<file path="src/rtl/pipe_pkg.sv">
// Shared types and constants for the pipeline stage registers.
//   stage_state_e  : occupancy state of one elastic stage (empty / one entry / two entries)
//   ID_EX_W        : packed payload width of the ID/EX boundary bundle
//   EX_MEM_W       : packed payload width of the EX/MEM boundary bundle
//   stage_has_data : true when a stage presents a payload downstream
package pipe_pkg;

  typedef enum logic [1:0] {
    STAGE_EMPTY = 2'd0,  // main and skid entries both invalid
    STAGE_FULL  = 2'd1,  // main entry valid, skid entry invalid
    STAGE_SKID  = 2'd2   // main and skid entries both valid
  } stage_state_e;

  localparam int ID_EX_W  = 64;
  localparam int EX_MEM_W = 72;

  function automatic logic stage_has_data(input stage_state_e s);
    return (s != STAGE_EMPTY);
  endfunction

endpackage

</file>
<file path="src/rtl/pipe_sat_counter.sv">
// Saturating up-counter used to count stall cycles at a stage boundary.
// Ports:
//   clk   in         clock
//   rst_n in         synchronous active-low reset, clears the count
//   inc   in         add one this cycle (ignored once saturated)
//   cnt   out CNT_W  current count
//   sat   out        count is at its maximum value 2^CNT_W-1
module pipe_sat_counter #(
  parameter int CNT_W = 16
) (
  input  logic             clk,
  input  logic             rst_n,
  input  logic             inc,
  output logic [CNT_W-1:0] cnt,
  output logic             sat
);

  logic [CNT_W-1:0] cnt_q;
  logic [CNT_W-1:0] cnt_d;

  assign sat = &cnt_q;
  assign cnt = cnt_q;

  always_comb begin
    cnt_d = cnt_q;
    if (inc && !sat) begin
      cnt_d = cnt_q + {{(CNT_W-1){1'b0}}, 1'b1};
    end
  end

  always_ff @(posedge clk) begin
    if (!rst_n) begin
      cnt_q <= '0;
    end else begin
      cnt_q <= cnt_d;
    end
  end

endmodule

</file>
<file path="src/rtl/pipe_stage_reg.sv">
// Elastic pipeline-stage register carrying one packed control+data bundle
// between MIPS pipeline stages with a valid/ready handshake, flush and stall.
//
// Handshake: a transfer happens on a rising edge where valid & ready are both
// high on that side. A producer holding valid may not withdraw it or change the
// payload until the transfer; ready may change freely. out_data/out_valid stay
// stable while out_valid & !out_ready.
//
// Ports:
//   clk        in          clock, all state updates on rising edge
//   rst_n      in          synchronous active-low reset
//   flush      in          discard all held entries (input accepted this cycle is dropped)
//   in_valid   in          upstream payload valid
//   in_ready   out         stage can accept
//   in_data    in  DATA_W  upstream payload
//   out_valid  out         payload presented downstream
//   out_ready  in          downstream accepts
//   out_data   out DATA_W  downstream payload
//   stall_cnt  out CNT_W   saturating stall-cycle count (only with PIPE_STAGE_STALL_CNT_EN)
//
// Parameters: DATA_W payload width; SKID=1 two-entry skid buffer with a
// registered in_ready, SKID=0 single register with combinational in_ready;
// CNT_W stall counter width (only with PIPE_STAGE_STALL_CNT_EN).
//
// Optional feature macro: PIPE_STAGE_STALL_CNT_EN adds the stall_cnt port and
// its counter. The occupancy state is held in state_q (stage_state_e).
module pipe_stage_reg
  import pipe_pkg::*;
#(
  parameter int DATA_W = ID_EX_W,
  parameter int SKID   = 1
`ifdef PIPE_STAGE_STALL_CNT_EN
  ,
  parameter int CNT_W  = 16
`endif
) (
  input  logic              clk,
  input  logic              rst_n,
  input  logic              flush,
  input  logic              in_valid,
  output logic              in_ready,
  input  logic [DATA_W-1:0] in_data,
  output logic              out_valid,
  input  logic              out_ready,
  output logic [DATA_W-1:0] out_data
`ifdef PIPE_STAGE_STALL_CNT_EN
  ,
  output logic [CNT_W-1:0]  stall_cnt
`endif
);

  stage_state_e      state_q, state_d;
  logic [DATA_W-1:0] main_q, main_d;
  logic [DATA_W-1:0] skid_q, skid_d;
  logic              in_ready_q, in_ready_d;
  logic              accept;

  assign out_valid = stage_has_data(state_q);
  assign out_data  = main_q;

  // With the skid buffer, in_ready is a flop so the upstream ready path is
  // cut; the skid entry absorbs the one payload that arrives in the cycle
  // out_ready falls. Without it, in_ready looks straight through to out_ready.
  assign in_ready = (SKID != 0) ? in_ready_q : (out_ready | ~out_valid);
  assign accept   = in_valid & in_ready;

  always_comb begin
    state_d = state_q;
    main_d  = main_q;
    skid_d  = skid_q;
    if (flush) begin
      // Payload registers keep their contents; out_valid=0 makes them don't-care.
      state_d = STAGE_EMPTY;
    end else begin
      unique case (state_q)
        STAGE_EMPTY: begin
          if (accept) begin
            state_d = STAGE_FULL;
            main_d  = in_data;
          end
        end
        STAGE_FULL: begin
          if (accept && out_ready) begin
            main_d = in_data;
          end else if (accept) begin
            // Only reachable with SKID=1; SKID=0 holds in_ready low here.
            state_d = STAGE_SKID;
            skid_d  = in_data;
          end else if (out_ready) begin
            state_d = STAGE_EMPTY;
          end
        end
        STAGE_SKID: begin
          if (out_ready) begin
            state_d = STAGE_FULL;
            main_d  = skid_q;
          end
        end
        default: begin
          state_d = STAGE_EMPTY;
        end
      endcase
    end
    in_ready_d = (state_d != STAGE_SKID);
  end

  always_ff @(posedge clk) begin
    if (!rst_n) begin
      state_q    <= STAGE_EMPTY;
      main_q     <= '0;
      skid_q     <= '0;
      in_ready_q <= 1'b0;
    end else begin
      state_q    <= state_d;
      main_q     <= main_d;
      skid_q     <= skid_d;
      in_ready_q <= in_ready_d;
    end
  end

`ifdef PIPE_STAGE_STALL_CNT_EN
  logic stall_sat;
  logic stall_inc;

  // Counter sits outside the flush path: flush clears entries, not statistics.
  assign stall_inc = out_valid & ~out_ready & ~stall_sat;

  pipe_sat_counter #(
    .CNT_W(CNT_W)
  ) u_stall_cnt (
    .clk  (clk),
    .rst_n(rst_n),
    .inc  (stall_inc),
    .cnt  (stall_cnt),
    .sat  (stall_sat)
  );
`endif

endmodule

</file>
<file path="config.mk">
export PLATFORM = sky130hd
export DESIGN_NAME = pipe_stage_reg
export DESIGN_NICKNAME = d
export VERILOG_FILES = /design/src/rtl/pipe_pkg.sv /design/src/rtl/pipe_sat_counter.sv /design/src/rtl/pipe_stage_reg.sv
export SDC_FILE = /design/constraint.sdc
export NUM_CORES = 1
export LEC_CHECK = 0
export ABC_CLOCK_PERIOD_IN_PS = 1540
export CAP_MARGIN = 20
export CORE_MARGIN = 2
export CORE_UTILIZATION = 31
export CTS_CLUSTER_SIZE = 24
export DETAILED_ROUTE_END_ITERATION = 7
export GPL_ROUTABILITY_DRIVEN = 0
export SYNTH_ARGS = -nofsm -noshare
export SYNTH_HDL_FRONTEND = slang
export SYNTH_SLANG_ARGS = --single-unit
</file>
<file path="constraint.sdc">
create_clock -name clk -period 1.54 [get_ports clk]
set_input_delay 0.154 -clock clk [delete_from_list [all_inputs] [get_ports clk]]
set_output_delay 0.154 -clock clk [all_outputs]
set_load 0.02 [all_outputs]
</file>
==> flow_metrics.py <==
metrics = {
    "placed_design": {
        "dp_hpwl_um": 9075,
        "portBuffers": 134,
        "dp_cells": 924,
    },
    "global_routing": {
        "overflow": 0,
        "grt_max_degree": 73,
        "antenna_found_initial": 0,
        "grt_pass1_vias": 4638,
        "grt_first_pass_wirelength_um": 22790,
        "track_usage_pct": 15.40,
    },
    "critical_path": {
        "slowest_stage": "dfxtp_4",
        "cp-end-kind": "flip-flop",
        "crit_chain": "buf_6, nand4b_1, a31oi_4, buf_12, clkbuf_16, buf_4, o211a_1",
        "reg2reg_from": "state_q[1]$_SDFF_PN0_",
        "cp_data_required_time_ns": 1.90,
        "rr_endpoint": "out_data[62]$_SDFFE_PN0P_",
        "arrival_ns": 1.96,
        "rr_worst_depth": 7,
        "worst-path-max-fanout": 13,
        "worstSetupPathType": "reg -> reg",
        "slowest_delay_ns": 0.36,
        "worstSetupStartpointType": "flip-flop",
        "reg2reg_slack_ns": -0.06,
    },
    "finish": {
        "fin_nets": 802,
        "drive_gt1_share_pct": 13.54,
        "fillers": 1560,
        "n_antenna_cell": 0,
        "area_delta_synth_final_pct": 50.93,
        "layout.cells.non_filler": 971,
    },
    "floorplanning": {
        "ios": 135,
        "rows": 48,
        "die_area_um2": 18940,
        "core-area_um2": 17360,
        "die_width_um": 137.6,
        "dieHeight_um": 137.6,
        "initial_core_util_pct": 31.89,
    },
    "yosys": {
        "synth_ff_type": "dfxtp_1",
        "ys_ff_latch": 131,
        "syn_area_um2": 5535,
        "synthTopCellsByCount": "nand2_1 (193), dfxtp_1 (131), mux2i_1 (64), o211a_1 (64), a21boi_1 (60)",
        "async_reset_ff_share_pct": 0,
        "syn-num-nets": 650,
        "synthTopCellsByArea": "dfxtp_1 (47%), nand2_1 (13%), mux2i_1 (12%)",
        "syn-mean-instance-area_um2": 9.527,
        "synth.yosys.seq_area_share_pct": 47.38,
        "yosysTopAreaCell": "dfxtp_1",
        "ys.warnings.count": 0,
        "syn_inst": 581,
        "synth-edff-count": 0,
        "yosysMostFrequentCell": "nand2_1",
        "yosysUniqueCellTypes": 24,
        "synth_top_area_share_pct": 47.38,
    },
    "clock_tree": {
        "cts_buffers": 17,
        "clock-sinks": 131,
        "cts_buffer_depth": 2,
        "htreeDepth": 4,
        "clkTransAtPathRegs_ns": 0.06,
        "ctsHoldBuffers": 0,
        "insertion_delay_ns": 0.42,
        "cts_root_buf": "clkbuf_16",
        "cts_tree": "yes",
    },
    "pwr": {
        "ir_drop_mv": 0.7569,
        "powerDensity_nw_per_um2": 1033,
        "p_leak_nw": 4.841,
    },
    "outcome": {
        "status": "complete, but fails checks",
        "violations": "negative setup slack",
    },
    "detailed_routing": {
        "drt-initial-drc-count": 200,
        "wire_per_inst_um": 16.42,
        "ant_nets": 0,
        "drcViolationCount": 0,
        "first_pass_iters": 4,
        "via_count": 4696,
        "finalWirelength_um": 15950,
        "via_per_inst": 4.836,
    },
    "timing": {
        "rsz0062_at_grt": "yes",
        "final-setup-viol-count": 71,
        "max_slew_margin_pct": 80.39,
        "fin_skew_ns": 0.005756,
        "final_max_slew_viol_count": 0,
        "tightestPinTransition_ns": 0.2941,
        "fin_ws_ns": -0.05741,
        "maxClockFrequency_mhz": 626.0,
        "holdWs_ns": 0.2248,
        "finalCritPeriodShare_pct": 103.7,
        "finalSetupTns_ns": -1.748,
        "timing.final.crit_period_ns": 1.597,
        "hold_viol": 0,
    },
    "worst_hold_path": {
        "min_path_type": "in -> reg",
        "hold_end": "out_data[22]$_SDFFE_PN0P_",
        "hold_start": "rst_n",
        "min_path_cells": 3,
    },
    "run": {
        "drv_cap": 0,
    },
}
sequential cells by signal (all words and copies together) (netlist names):
signal	cells
in_ready	1
out_data	64
state_q	2
skid_q	64
routing by layer:
layer / global-route usage, % / routed length [µm] / up-vias / share of wire (%)
met1: 19.00 / 7152 / 2256 / 45
met2: 25.65 / 7678 / 122 / 48
li1: - / - / 2302 / -
met4: 6.415 / 213 / 0 / 1.3
met3: 3.716 / 904 / 16 / 5.7
met5: 0 / 0 / - / 0
kinds of logic after synthesis:
logic type      count (synthesis)  synth area share, %
simple gates                  205                14.78
mux                            64                11.57
compound gates                131                20.59
xor+xnor                        1               0.1583
flops                         131                47.38
buf+inv                        49                5.516
repair_timing:
| action | in CTS | in global routing |
|---|---|---|
| pin swaps | 0 | 1 |
| gates resized for setup | 33 | 74 |
| cloned | 2 | 10 |
| setup endpoints to repair | 149 | 165 |
| buffers inserted | 1 | 2 |
report_power, final:
group | total, mW | internal (mW) | leakage [nW] | switching (mW)
sequential | 3.58 | 3.51 | 1.07 | 0.0647
clock | 3.99 | 2.46 | 0.277 | 1.54
combinational | 1.06 | 0.571 | 3.50 | 0.487
total | 8.63 | 6.54 | 4.84 | 2.09
per-stage QoR:
| step | total power, mW | area (µm²) | setup WS [ns] | util (%) |
|---|---|---|---|---|
| after floorplan | 4.089 | 5537 | 0.04456 | - |
| after global placement | 4.641 | 7244 | -0.4324 | 41.74 |
| final | 8.627 | 8354 | -0.05741 | 48.13 |
| after CTS | 8.709 | 7919 | -0.08815 | 45.62 |
| after detailed placement | 4.655 | 7244 | -0.4536 | 41.74 |
| after global routing | 8.954 | 8354 | -0.1312 | 48.13 |
layout by cell type, fill, tap and decap left out, types with 2 or more instances in the layout:
cell	Yosys	final
nand2_2	0	2
o211a_1	64	64
dfxtp_1	131	128
nand2b_1	3	2
a21boi_1	60	62
clkinvlp_4	0	5
buf_4	7	19
nand2_1	193	188
buf_12	0	8
clkbuf_8	0	2
buf_6	10	10
clkdlybuf4s50_1	0	69
mux2i_4	0	3
bufinv_16	0	2
buf_16	0	5
clkinv_2	0	4
mux2i_1	64	60
clkbuf_16	0	24
nand2_4	0	3
clkinv_4	0	2
a21boi_2	0	2
dlygate4sd2_1	0	20
dlymetal6s2s_1	0	43
dfxtp_2	0	2
how the worst max path moves through the flow:
stage	from	endpoint	cells past startpoint
final	state_q[1]$_SDFF_PN0_	out_data[62]$_SDFFE_PN0P_	7
after global routing	state_q[1]$_SDFF_PN0_	skid_q[3]$_SDFFE_PN0P_	7
after CTS	state_q[1]$_SDFF_PN0_	out_data[25]$_SDFFE_PN0P_	7
after detailed placement	in_valid	skid_q[63]$_SDFFE_PN0P_	6
after global placement	in_valid	skid_q[63]$_SDFFE_PN0P_	6
after floorplan	in_ready$_SDFF_PN0_	skid_q[58]$_SDFFE_PN0P_	6
area by class of cell:
type | instances | area [µm²] | area share, %
Clock buffer | 19 | 452.9 | 5.422
Clock inverter | 13 | 135.1 | 1.617
Multi-Input combinational cell | 401 | 2719 | 32.54
Sequential cell | 131 | 2629 | 31.47
Tap cell | 225 | 281.5 | 3.370
Timing Repair Buffer | 182 | 2137 | 25.58
worst max-delay path: cells and delay by family (launching register included):
kind	cells	cell delay, ns
buf+inv	4	0.62
flops	1	0.36
compound gates	2	0.32
simple gates	1	0.22
(Power assumes the default switching activity.)
